File: src/rtl/fu_pkg.sv
// fu_pkg: shared types and sizing helpers for the programmable function unit.
// FSM state encoding, table depth / configuration length helpers, clog2.
package fu_pkg;

    typedef logic [1:0] fu_state_t;

    localparam fu_state_t ST_EMPTY = 2'd0;  // no valid table yet
    localparam fu_state_t ST_LOAD  = 2'd1;  // shifting bits into the shadow table
    localparam fu_state_t ST_RUN   = 2'd2;  // active table valid, idle config port

    // Number of minterms selectable by an in_w-bit input.
    function automatic int fu_depth(input int in_w);
        return 1 << in_w;
    endfunction

    // Total configuration bits across all channels.
    function automatic int fu_cfg_len(input int in_w, input int channels);
        return channels * (1 << in_w);
    endfunction

    // Ceiling log2, never less than 1 so counters always have a bit.
    function automatic int fu_clog2(input int value);
        int width;
        width = 0;
        for (int v = value - 1; v > 0; v = v >> 1) begin
            width++;
        end
        if (width == 0) begin
            width = 1;
        end
        return width;
    endfunction

endpackage

File: src/rtl/fu_decoder.sv
// fu_decoder: combinational IN_W -> 2^IN_W one-hot minterm decoder.
module fu_decoder
    import fu_pkg::*;
#(
    parameter int IN_W = 4
) (
    input  logic [IN_W-1:0]           sel,
    output logic [fu_depth(IN_W)-1:0] onehot
);

    // Raise exactly the bit addressed by sel.
    always_comb begin
        // NOTE: default assignment first so every path drives onehot; no latch.
        onehot      = '0;
        onehot[sel] = 1'b1;
    end

endmodule

File: src/rtl/prog_fu_lut.sv
// prog_fu_lut: programmable multi-channel truth-table function unit.
// Each channel holds a 2^IN_W-entry table, reloaded serially through a shadow
// copy so partially loaded tables are never used for evaluation. Output is
// registered with one cycle latency and tagged by out_valid.
// Optional: define FU_DECODE_OUT_EN to add the registered dec_onehot port.
module prog_fu_lut
    import fu_pkg::*;
#(
    parameter int IN_W     = 4,
    parameter int CHANNELS = 2
) (
    input  logic                      clk,
    input  logic                      rst_n,
    input  logic                      cfg_start,
    input  logic                      cfg_valid,
    input  logic                      cfg_bit,
    output logic                      cfg_ready,
    output logic                      cfg_done,
    input  logic                      in_valid,
    input  logic [IN_W-1:0]           in_data,
    output logic                      in_ready,
    output logic                      out_valid,
    output logic [CHANNELS-1:0]       out_data
`ifdef FU_DECODE_OUT_EN
    ,
    output logic [fu_depth(IN_W)-1:0] dec_onehot
`endif
);

    localparam int DEPTH   = fu_depth(IN_W);
    localparam int CFG_LEN = fu_cfg_len(IN_W, CHANNELS);
    localparam int CNT_W   = fu_clog2(CFG_LEN);
    localparam logic [CNT_W-1:0] CNT_LAST = CNT_W'(CFG_LEN - 1);

    // Tables are flat: bit c*DEPTH + m is channel c, minterm m, which matches
    // the serial load order so the load counter indexes the shadow directly.
    fu_state_t             state;
    fu_state_t             state_nxt;
    logic [CNT_W-1:0]      cnt;
    logic [CNT_W-1:0]      cnt_nxt;
    logic [CFG_LEN-1:0]    shadow;
    logic [CFG_LEN-1:0]    shadow_nxt;
    logic [CFG_LEN-1:0]    active;
    logic                  table_valid;
    logic                  last_accept;
    logic                  in_accept;
    logic [DEPTH-1:0]      onehot;
    logic [CHANNELS-1:0]   eval;

    assign cfg_ready = (state == ST_LOAD);
    assign in_ready  = table_valid;
    assign in_accept = in_valid & in_ready;

    // cfg_start wins over cfg_valid, so a restart cycle never loads a bit.
    assign last_accept = (state == ST_LOAD) && !cfg_start && cfg_valid && (cnt == CNT_LAST);

    fu_decoder #(
        .IN_W (IN_W)
    ) u_decoder (
        .sel    (in_data),
        .onehot (onehot)
    );

    // Per-channel lookup: OR of the decoded minterm against the active table.
    always_comb begin
        eval = '0;
        for (int c = 0; c < CHANNELS; c++) begin
            eval[c] = |(onehot & active[c*DEPTH +: DEPTH]);
        end
    end

    // Load FSM next-state, counter and shadow write.
    always_comb begin
        state_nxt  = state;
        cnt_nxt    = cnt;
        shadow_nxt = shadow;
        case (state)
            ST_EMPTY: begin
                if (cfg_start) begin
                    state_nxt = ST_LOAD;
                    cnt_nxt   = '0;
                end
            end
            ST_LOAD: begin
                if (cfg_start) begin
                    cnt_nxt = '0;
                end else if (cfg_valid) begin
                    shadow_nxt[cnt] = cfg_bit;
                    if (cnt == CNT_LAST) begin
                        state_nxt = ST_RUN;
                        cnt_nxt   = '0;
                    end else begin
                        cnt_nxt = cnt + CNT_W'(1);
                    end
                end
            end
            ST_RUN: begin
                if (cfg_start) begin
                    state_nxt = ST_LOAD;
                    cnt_nxt   = '0;
                end
            end
            default: begin
                state_nxt = ST_EMPTY;
                cnt_nxt   = '0;
            end
        endcase
    end

    // Load state, shadow table and commit of the shadow into the active table.
    always_ff @(posedge clk or negedge rst_n) begin
        if (!rst_n) begin
            // NOTE: the tables are reset because a reset must invalidate any
            // previously loaded function; they are flops, not a RAM.
            state       <= ST_EMPTY;
            cnt         <= '0;
            shadow      <= '0;
            active      <= '0;
            table_valid <= 1'b0;
            cfg_done    <= 1'b0;
        end else begin
            // NOTE: non-blocking assignments so every flop samples pre-edge values.
            state    <= state_nxt;
            cnt      <= cnt_nxt;
            shadow   <= shadow_nxt;
            cfg_done <= last_accept;
            if (last_accept) begin
                active      <= shadow_nxt;
                table_valid <= 1'b1;
            end
        end
    end

    // Registered evaluation result; data holds when no input is accepted.
    always_ff @(posedge clk or negedge rst_n) begin
        if (!rst_n) begin
            out_valid <= 1'b0;
            out_data  <= '0;
        end else begin
            out_valid <= in_accept;
            if (in_accept) begin
                out_data <= eval;
            end
        end
    end

`ifdef FU_DECODE_OUT_EN
    // Decoded minterm registered alongside out_data.
    always_ff @(posedge clk or negedge rst_n) begin
        if (!rst_n) begin
            dec_onehot <= '0;
        end else if (in_accept) begin
            dec_onehot <= onehot;
        end
    end
`endif

endmodule

File: config.mk
export PLATFORM = sky130hd
export DESIGN_NAME = prog_fu_lut
export DESIGN_NICKNAME = d
export VERILOG_FILES = /design/src/rtl/fu_pkg.sv /design/src/rtl/fu_decoder.sv /design/src/rtl/prog_fu_lut.sv
export SDC_FILE = /design/constraint.sdc
export NUM_CORES = 1
export LEC_CHECK = 0
export CAP_MARGIN = 20
export CORE_MARGIN = 2
export CORE_UTILIZATION = 60
export DETAILED_ROUTE_END_ITERATION = 10
export GPL_TIMING_DRIVEN = 0
export MAX_ROUTING_LAYER = met4
export PLACE_DENSITY_LB_ADDON = 0.3
export SLEW_MARGIN = 40
export SYNTH_ARGS = -nofsm -noshare
export SYNTH_HDL_FRONTEND = slang
export SYNTH_SLANG_ARGS = --single-unit
File: constraint.sdc
create_clock -name clk -period 2.57 [get_ports clk]
set_input_delay 0.3855 -clock clk [delete_from_list [all_inputs] [get_ports clk]]
set_output_delay 0.3855 -clock clk [all_outputs]
set_load 0.02 [all_outputs]
# == Word level (Yosys, flattened, before mapping) ==
# Cells that the tools add are included.
# totals
word_cells,54
regBits,76
output_inout_bits,6
inputBits,10
# op_classes
n_bitwise,3
n_mux,18
reduce_logical,12
eq_ne,8
add_sub_neg,1
order_cmp,4
# ops
cell,count
two-way mux 32 bit,3
AND 16 bit,2
bitwise mux 32 bit,1
OR reduction 16 bit,2
two-way mux 5 bit,4
case mux 5 bit (2 select lines),1
two-way mux 2 bit,4
less-than comparator 5 x 6 -> 1 bit (second input constant),1
adder 5 x 1 -> 5 bit (second input constant),1
demux 1 bit (select 5 bit),1
equality test 5 bit (second input constant),1
greater-or-equal comparator 5 x 1 -> 1 bit (second input constant),1
logical AND 1 bit,5
less-than comparator 4 x 5 -> 1 bit (second input constant),1
demux 1 bit (select 4 bit),1
greater-or-equal comparator 4 x 1 -> 1 bit (second input constant),1
!= test 2 x 1 -> 1 bit (second input constant),2
!= test 2 bit (second input constant),2
case mux 2 bit (2 select lines),1
AND reduction 4 bit,1
!= test 3 bit (second input constant),1
equality test 2 x 1 -> 1 bit (second input constant),1
equality test 2 bit (second input constant),1
zero test 2 bit,1
5 further kinds,6

# == Logic depth before layout (Yosys ltp) ==
# depth
depth_word,8
depth_mapped,8
depth_no_buf,7

# == Hierarchy ==
# From an unflattened synthesis, not the netlist that was laid out.
# hier_totals
hier_cells,281
area_unflattened_um2,3881.2
# modules_own_cells
module,area_each_um2,instances,cells_per_inst,seq_area_each_um2
prog_fu_lut,3654.8,1,261,1901.8
fu_decoder,226.5,1,20,0.0

# == Worst setup path after synthesis ==
# OpenSTA, ideal clock, no wires.
# synth_timing
kind,register to register
from,reg cnt[0]
to,reg cnt[3]
setup_time_ns,0.095
t_required_ns,2.475
stages_incl_launch_ff,8
t_arrival_ns,2.172
path_buffers,1
path_slack_ns,0.303
period_less_slack_ns,2.267
path_cell_list,dfrtp_1 -> ha_1 -> buf_4 -> and3_1 -> ha_1 -> or4b_2 -> or2_0 -> o31ai_1
# synth_via
elab_chain_cells,5
elab_cells_between_ends,6
classes_between,add/sub: 1; eq/ne: 1; mux: 4
# synth_lines
element,line_no,text
start: declaration,prog_fu_lut.sv:39,logic [CNT_W-1:0] cnt;
start signal: assignment,prog_fu_lut.sv:124,cnt <= cnt_nxt;
adder 5 x 1 -> 5 bit / equality test 5 bit (equally long branches),"prog_fu_lut.sv:93, prog_fu_lut.sv:89",
two-way mux 5 bit (*),prog_fu_lut.sv:89,if (cnt == CNT_LAST) begin
two-way mux 5 bit (*),prog_fu_lut.sv:87,end else if (cfg_valid) begin
two-way mux 5 bit (*),prog_fu_lut.sv:85,if (cfg_start) begin
case mux 5 bit (2 select lines) (*),prog_fu_lut.sv:77,case (state)
# Mark *: on every way between the ends. The rest lies on a longest branch, timed or not. The select of a mux whose other input is x is not followed.
# A chain may end at the register's enable or synchronous reset.

# == Final worst setup path ==
# Same ends and word-level chain as after synthesis.

==> run_summary.xml <==
<?xml version="1.0" encoding="UTF-8"?>
<metrics>
  <group name="run_status">
    <metric name="outcome" unit="">finished clean</metric>
  </group>
  <group name="synth">
    <metric name="synth.ff_latch_count" unit="">76</metric>
    <metric name="synthesis.instances" unit="">288</metric>
    <metric name="synth_nets" unit="">303</metric>
    <metric name="synth_area_per_cell" unit="um2">13.4</metric>
    <metric name="yosysSeqAreaShare" unit="">0.492</metric>
    <metric name="synth_async_sr_flop_share" unit="">1.00</metric>
    <metric name="synth.most_common_cell" unit="">sky130_fd_sc_hd__dfrtp_1</metric>
    <metric name="post_synthesis_cell_type_count" unit="">46</metric>
    <metric name="synth_top_cell_by_area" unit="">sky130_fd_sc_hd__dfrtp_1</metric>
    <metric name="synth_commonest_cells" unit="">sky130_fd_sc_hd__dfrtp_1, sky130_fd_sc_hd__mux2_4, sky130_fd_sc_hd__nand3_1</metric>
    <metric name="synth_top_flop_cell" unit="">sky130_fd_sc_hd__dfrtp_1</metric>
    <metric name="synth_top_cell_area_share" unit="">0.492</metric>
    <metric name="syn_area" unit="mm2">0.00386</metric>
    <metric name="synth_enable_flop_cells" unit="">0</metric>
    <metric name="yosys-top-cells-area" unit="">sky130_fd_sc_hd__dfrtp_1, sky130_fd_sc_hd__mux2_4, sky130_fd_sc_hd__nand3_1</metric>
    <metric name="yosysWarningCount" unit="">0</metric>
  </group>
  <group name="worst_setup_path">
    <metric name="cp.required" unit="ps">2820</metric>
    <metric name="critical_path.slowest_cell" unit="">sky130_fd_sc_hd__or4b_2</metric>
    <metric name="timing.critical_path.fanout_max" unit="">10</metric>
    <metric name="crit_path_max_incr_delay" unit="ps">650</metric>
    <metric name="crit_arrival" unit="ps">2670</metric>
    <metric name="criticalPathCategory" unit="">reg -&gt; reg</metric>
    <metric name="critPathBufInv" unit="">1</metric>
    <metric name="crit_family" unit="">simple AND/OR/NAND/NOR gates</metric>
    <metric name="worstSetupEndpointType" unit="">flop</metric>
    <metric name="critPathMostFrequentCell" unit="">sky130_fd_sc_hd__ha_1</metric>
    <metric name="startpoint_type" unit="">flop</metric>
    <metric name="worstPathCellList" unit="">ha_1 -&gt; buf_4 -&gt; and3_1 -&gt; ha_1 -&gt; or4b_2 -&gt; or2_0 -&gt; o31ai_1</metric>
  </group>
  <group name="finish">
    <metric name="fillers" unit="">435</metric>
    <metric name="final_core_utilization" unit="">0.689</metric>
    <metric name="antenna_cells" unit="">0</metric>
    <metric name="multi_input_area" unit="mm2">0.00177</metric>
    <metric name="drive_above_1_share" unit="">0.358</metric>
    <metric name="num-nets-final" unit="">331</metric>
    <metric name="register_area" unit="mm2">0.00190</metric>
    <metric name="area_growth_syn_to_layout" unit="%">12.0</metric>
  </group>
  <group name="detailed_routing">
    <metric name="vias" unit="">2379</metric>
    <metric name="drt-pass1-iter-count" unit="">4</metric>
    <metric name="detail-route-antenna-nets" unit="">0</metric>
    <metric name="avgRoutedWirePerCell" unit="um">19.6</metric>
    <metric name="initialDrtViolationCount" unit="">148</metric>
    <metric name="drt-total-wl" unit="mm">7.80</metric>
    <metric name="drcViolationCount" unit="">0</metric>
    <metric name="via_per_inst" unit="">5.98</metric>
  </group>
  <group name="global_route">
    <metric name="pin_count_of_the_biggest_net_entering_global_routing" unit="">40</metric>
    <metric name="antenna_found_initial" unit="">0</metric>
    <metric name="first_global_vias" unit="">2462</metric>
    <metric name="globalRouteTotalUtil" unit="">0.243</metric>
    <metric name="grt_overflow" unit="">0</metric>
    <metric name="grt_first_pass_wirelength" unit="mm">12.9</metric>
  </group>
  <group name="floorplanning">
    <metric name="die_h" unit="um">84.2</metric>
    <metric name="design.portCount" unit="">16</metric>
    <metric name="std_cell_rows" unit="">29</metric>
    <metric name="start_util" unit="">0.615</metric>
    <metric name="die_outline_width" unit="um">84.2</metric>
    <metric name="floorplan.die_area" unit="mm2">0.00710</metric>
    <metric name="core_region_area" unit="mm2">0.00628</metric>
  </group>
  <group name="power">
    <metric name="power_switching_share" unit="">0.244</metric>
    <metric name="p_int" unit="W">0.00172</metric>
    <metric name="power.share.combinational" unit="">0.078</metric>
    <metric name="netSwitchingPower" unit="W">0.000553</metric>
    <metric name="p_seq_frac" unit="">0.540</metric>
    <metric name="pwr_density_cell" unit="mW/mm2">525</metric>
    <metric name="leakage" unit="nW">2.09</metric>
    <metric name="ir_worst_vdd" unit="V">0.000301</metric>
    <metric name="p_clk_frac" unit="">0.383</metric>
    <metric name="finalPower" unit="W">0.00227</metric>
  </group>
  <group name="timing">
    <metric name="max_freq" unit="GHz">0.412</metric>
    <metric name="maxSlewHeadroom" unit="">0.643</metric>
    <metric name="setup_repair_after_global_routing_missed_its_margin" unit="">false</metric>
    <metric name="period_needed" unit="ps">2430</metric>
    <metric name="timing.final.crit_share" unit="">0.945</metric>
    <metric name="max_transition_viols_final" unit="">0</metric>
    <metric name="clock-skew-final" unit="ps">8.53</metric>
    <metric name="number_of_hold_violations_in_the_final_report" unit="">0</metric>
    <metric name="worst_pin_slew" unit="ps">534</metric>
    <metric name="timing.final.setup_violations" unit="">0</metric>
    <metric name="totalNegativeSetupSlack" unit="ps">0</metric>
  </group>
  <group name="worst_hold_path">
    <metric name="worstHoldPathType" unit="">in -&gt; async</metric>
  </group>
  <group name="clock_tree">
    <metric name="cts_clk_pin_slew_worst_paths" unit="ps">80</metric>
    <metric name="clock_tree_from_tritoncts" unit="">done</metric>
    <metric name="cts_inserted_buffers" unit="">9</metric>
    <metric name="ctsRootBufferMaster" unit="">sky130_fd_sc_hd__clkbuf_8</metric>
    <metric name="cts_resized" unit="">0</metric>
    <metric name="worst_skew_pair.late_latency" unit="ps">350</metric>
    <metric name="cts_htree_levels" unit="">3</metric>
    <metric name="cts_buffer_depth" unit="">2</metric>
    <metric name="clkSinkCount" unit="">76</metric>
  </group>
  <group name="placement">
    <metric name="number_of_port_buffers" unit="">13</metric>
    <metric name="gp_congestion" unit="">0.874</metric>
    <metric name="place_hpwl" unit="mm">5.33</metric>
  </group>
  <group name="run">
    <metric name="max_cap_viol_count" unit="">0</metric>
  </group>
</metrics>
[placed cells by master (no fill, tap or decap), types with 3 or more instances in the layout]
| cell | count |
|---|---|
| sky130_fd_sc_hd__and2b_1 | 3 |
| sky130_fd_sc_hd__a31oi_1 | 3 |
| sky130_fd_sc_hd__dfrtp_1 | 76 |
| sky130_fd_sc_hd__mux2i_1 | 4 |
| sky130_fd_sc_hd__nand4_1 | 3 |
| sky130_fd_sc_hd__ha_1 | 5 |
| sky130_fd_sc_hd__buf_6 | 8 |
| sky130_fd_sc_hd__nor2b_1 | 3 |
| sky130_fd_sc_hd__inv_1 | 5 |
| sky130_fd_sc_hd__mux2_4 | 57 |
| sky130_fd_sc_hd__or3b_2 | 3 |
| sky130_fd_sc_hd__clkbuf_8 | 12 |
| sky130_fd_sc_hd__nor2_1 | 6 |
| sky130_fd_sc_hd__and3b_1 | 3 |
| sky130_fd_sc_hd__clkbuf_1 | 5 |
| sky130_fd_sc_hd__o21ai_0 | 6 |
| sky130_fd_sc_hd__mux2_2 | 8 |
| sky130_fd_sc_hd__buf_4 | 6 |
| sky130_fd_sc_hd__nand3_1 | 37 |
| sky130_fd_sc_hd__clkdlybuf4s50_1 | 12 |
| sky130_fd_sc_hd__buf_2 | 9 |
| sky130_fd_sc_hd__a21oi_1 | 6 |
[flip-flops by register name, summed over array words and instances (netlist names)]
signal / flops
cnt: 5
out_valid: 1
in_ready: 1
state: 2
shadow: 32
out_data: 2
active: 32
cfg_done: 1
[layout make-up]
| class | count | area share |
|---|---|---|
| Clock inverter | 3 | 0.00463 |
| Timing Repair Buffer | 17 | 0.0408 |
| Sequential cell | 76 | 0.440 |
| Tap cell | 77 | 0.0223 |
| Inverter | 5 | 0.00434 |
| Multi-Input combinational cell | 182 | 0.409 |
| Buffer | 25 | 0.0402 |
| Clock buffer | 13 | 0.0391 |
[timing repair]
item,CTS,global route
hold buffers,1,0
setup endpoints to repair,0,1
endpoints found under the hold margin,37,0
setup buffers,0,2
[power groups by stage]
stage	sequential, W	combinational [W]	clock (W)
6_report	0.00123	0.000177	0.000869
5_1_grt	0.00123	0.000193	0.000940
3_3_place_gp	0.00125	0.000162	0
3_5_place_dp	0.00125	0.000171	0
2_1_floorplan	0.00125	0.0000997	0
4_1_cts	0.00123	0.000173	0.000876
[cells by family after synthesis]
group	count (synthesis)	share of synthesized area
adder cells (fa/ha/maj)	5	0.0162
AND/OR/NAND/NOR	77	0.123
AO/OA/AOI/OAI	29	0.0515
buffers and inverters	30	0.0499
flip-flops	76	0.492
multiplexers	71	0.267
[metal layers]
metal / routed length (um) / GRT usage
met1: 3600 / 0.329
met2: 3720 / 0.363
met3: 303 / 0.0492
met4: 172 / 0.0953
met5: 0 / -
[worst reg2reg max path: stages (launching register included)]
cell	delay, ps
sky130_fd_sc_hd__dfrtp_1	400
sky130_fd_sc_hd__ha_1	220
sky130_fd_sc_hd__buf_4	180
sky130_fd_sc_hd__and3_1	190
sky130_fd_sc_hd__ha_1	210
sky130_fd_sc_hd__or4b_2	650
sky130_fd_sc_hd__or2_0	240
sky130_fd_sc_hd__o31ai_1	220
[path summary, 6_finish.rpt]
kind | from | to | slack (ps) | depth (start not counted)
max in group asynchronous | rst_n | active[22] | 1560 | 3
min reg2reg | shadow[23] | shadow[23] | 490 | 1
min | rst_n | active[2] | 490 | 2
max | cnt[0] | cnt[3] | 140 | 7
max reg2reg | cnt[0] | cnt[3] | 140 | 7
min in group clk | shadow[23] | shadow[23] | 490 | 1
[stage by stage]
stage / hold WS [ps] / worst slack, ps / cell area [um2] / std cells
after global placement: 467 / -1470 / 4090 / 378
final: 487 / 143 / 4320 / 398
after detailed placement: 306 / 110 / 4110 / 379
after CTS: 498 / 83.7 / 4310 / 396
after floorplan: 89.9 / 303 / 3860 / 288
after global routing: 507 / 42.0 / 4320 / 398
(Power assumes the default switching activity.)
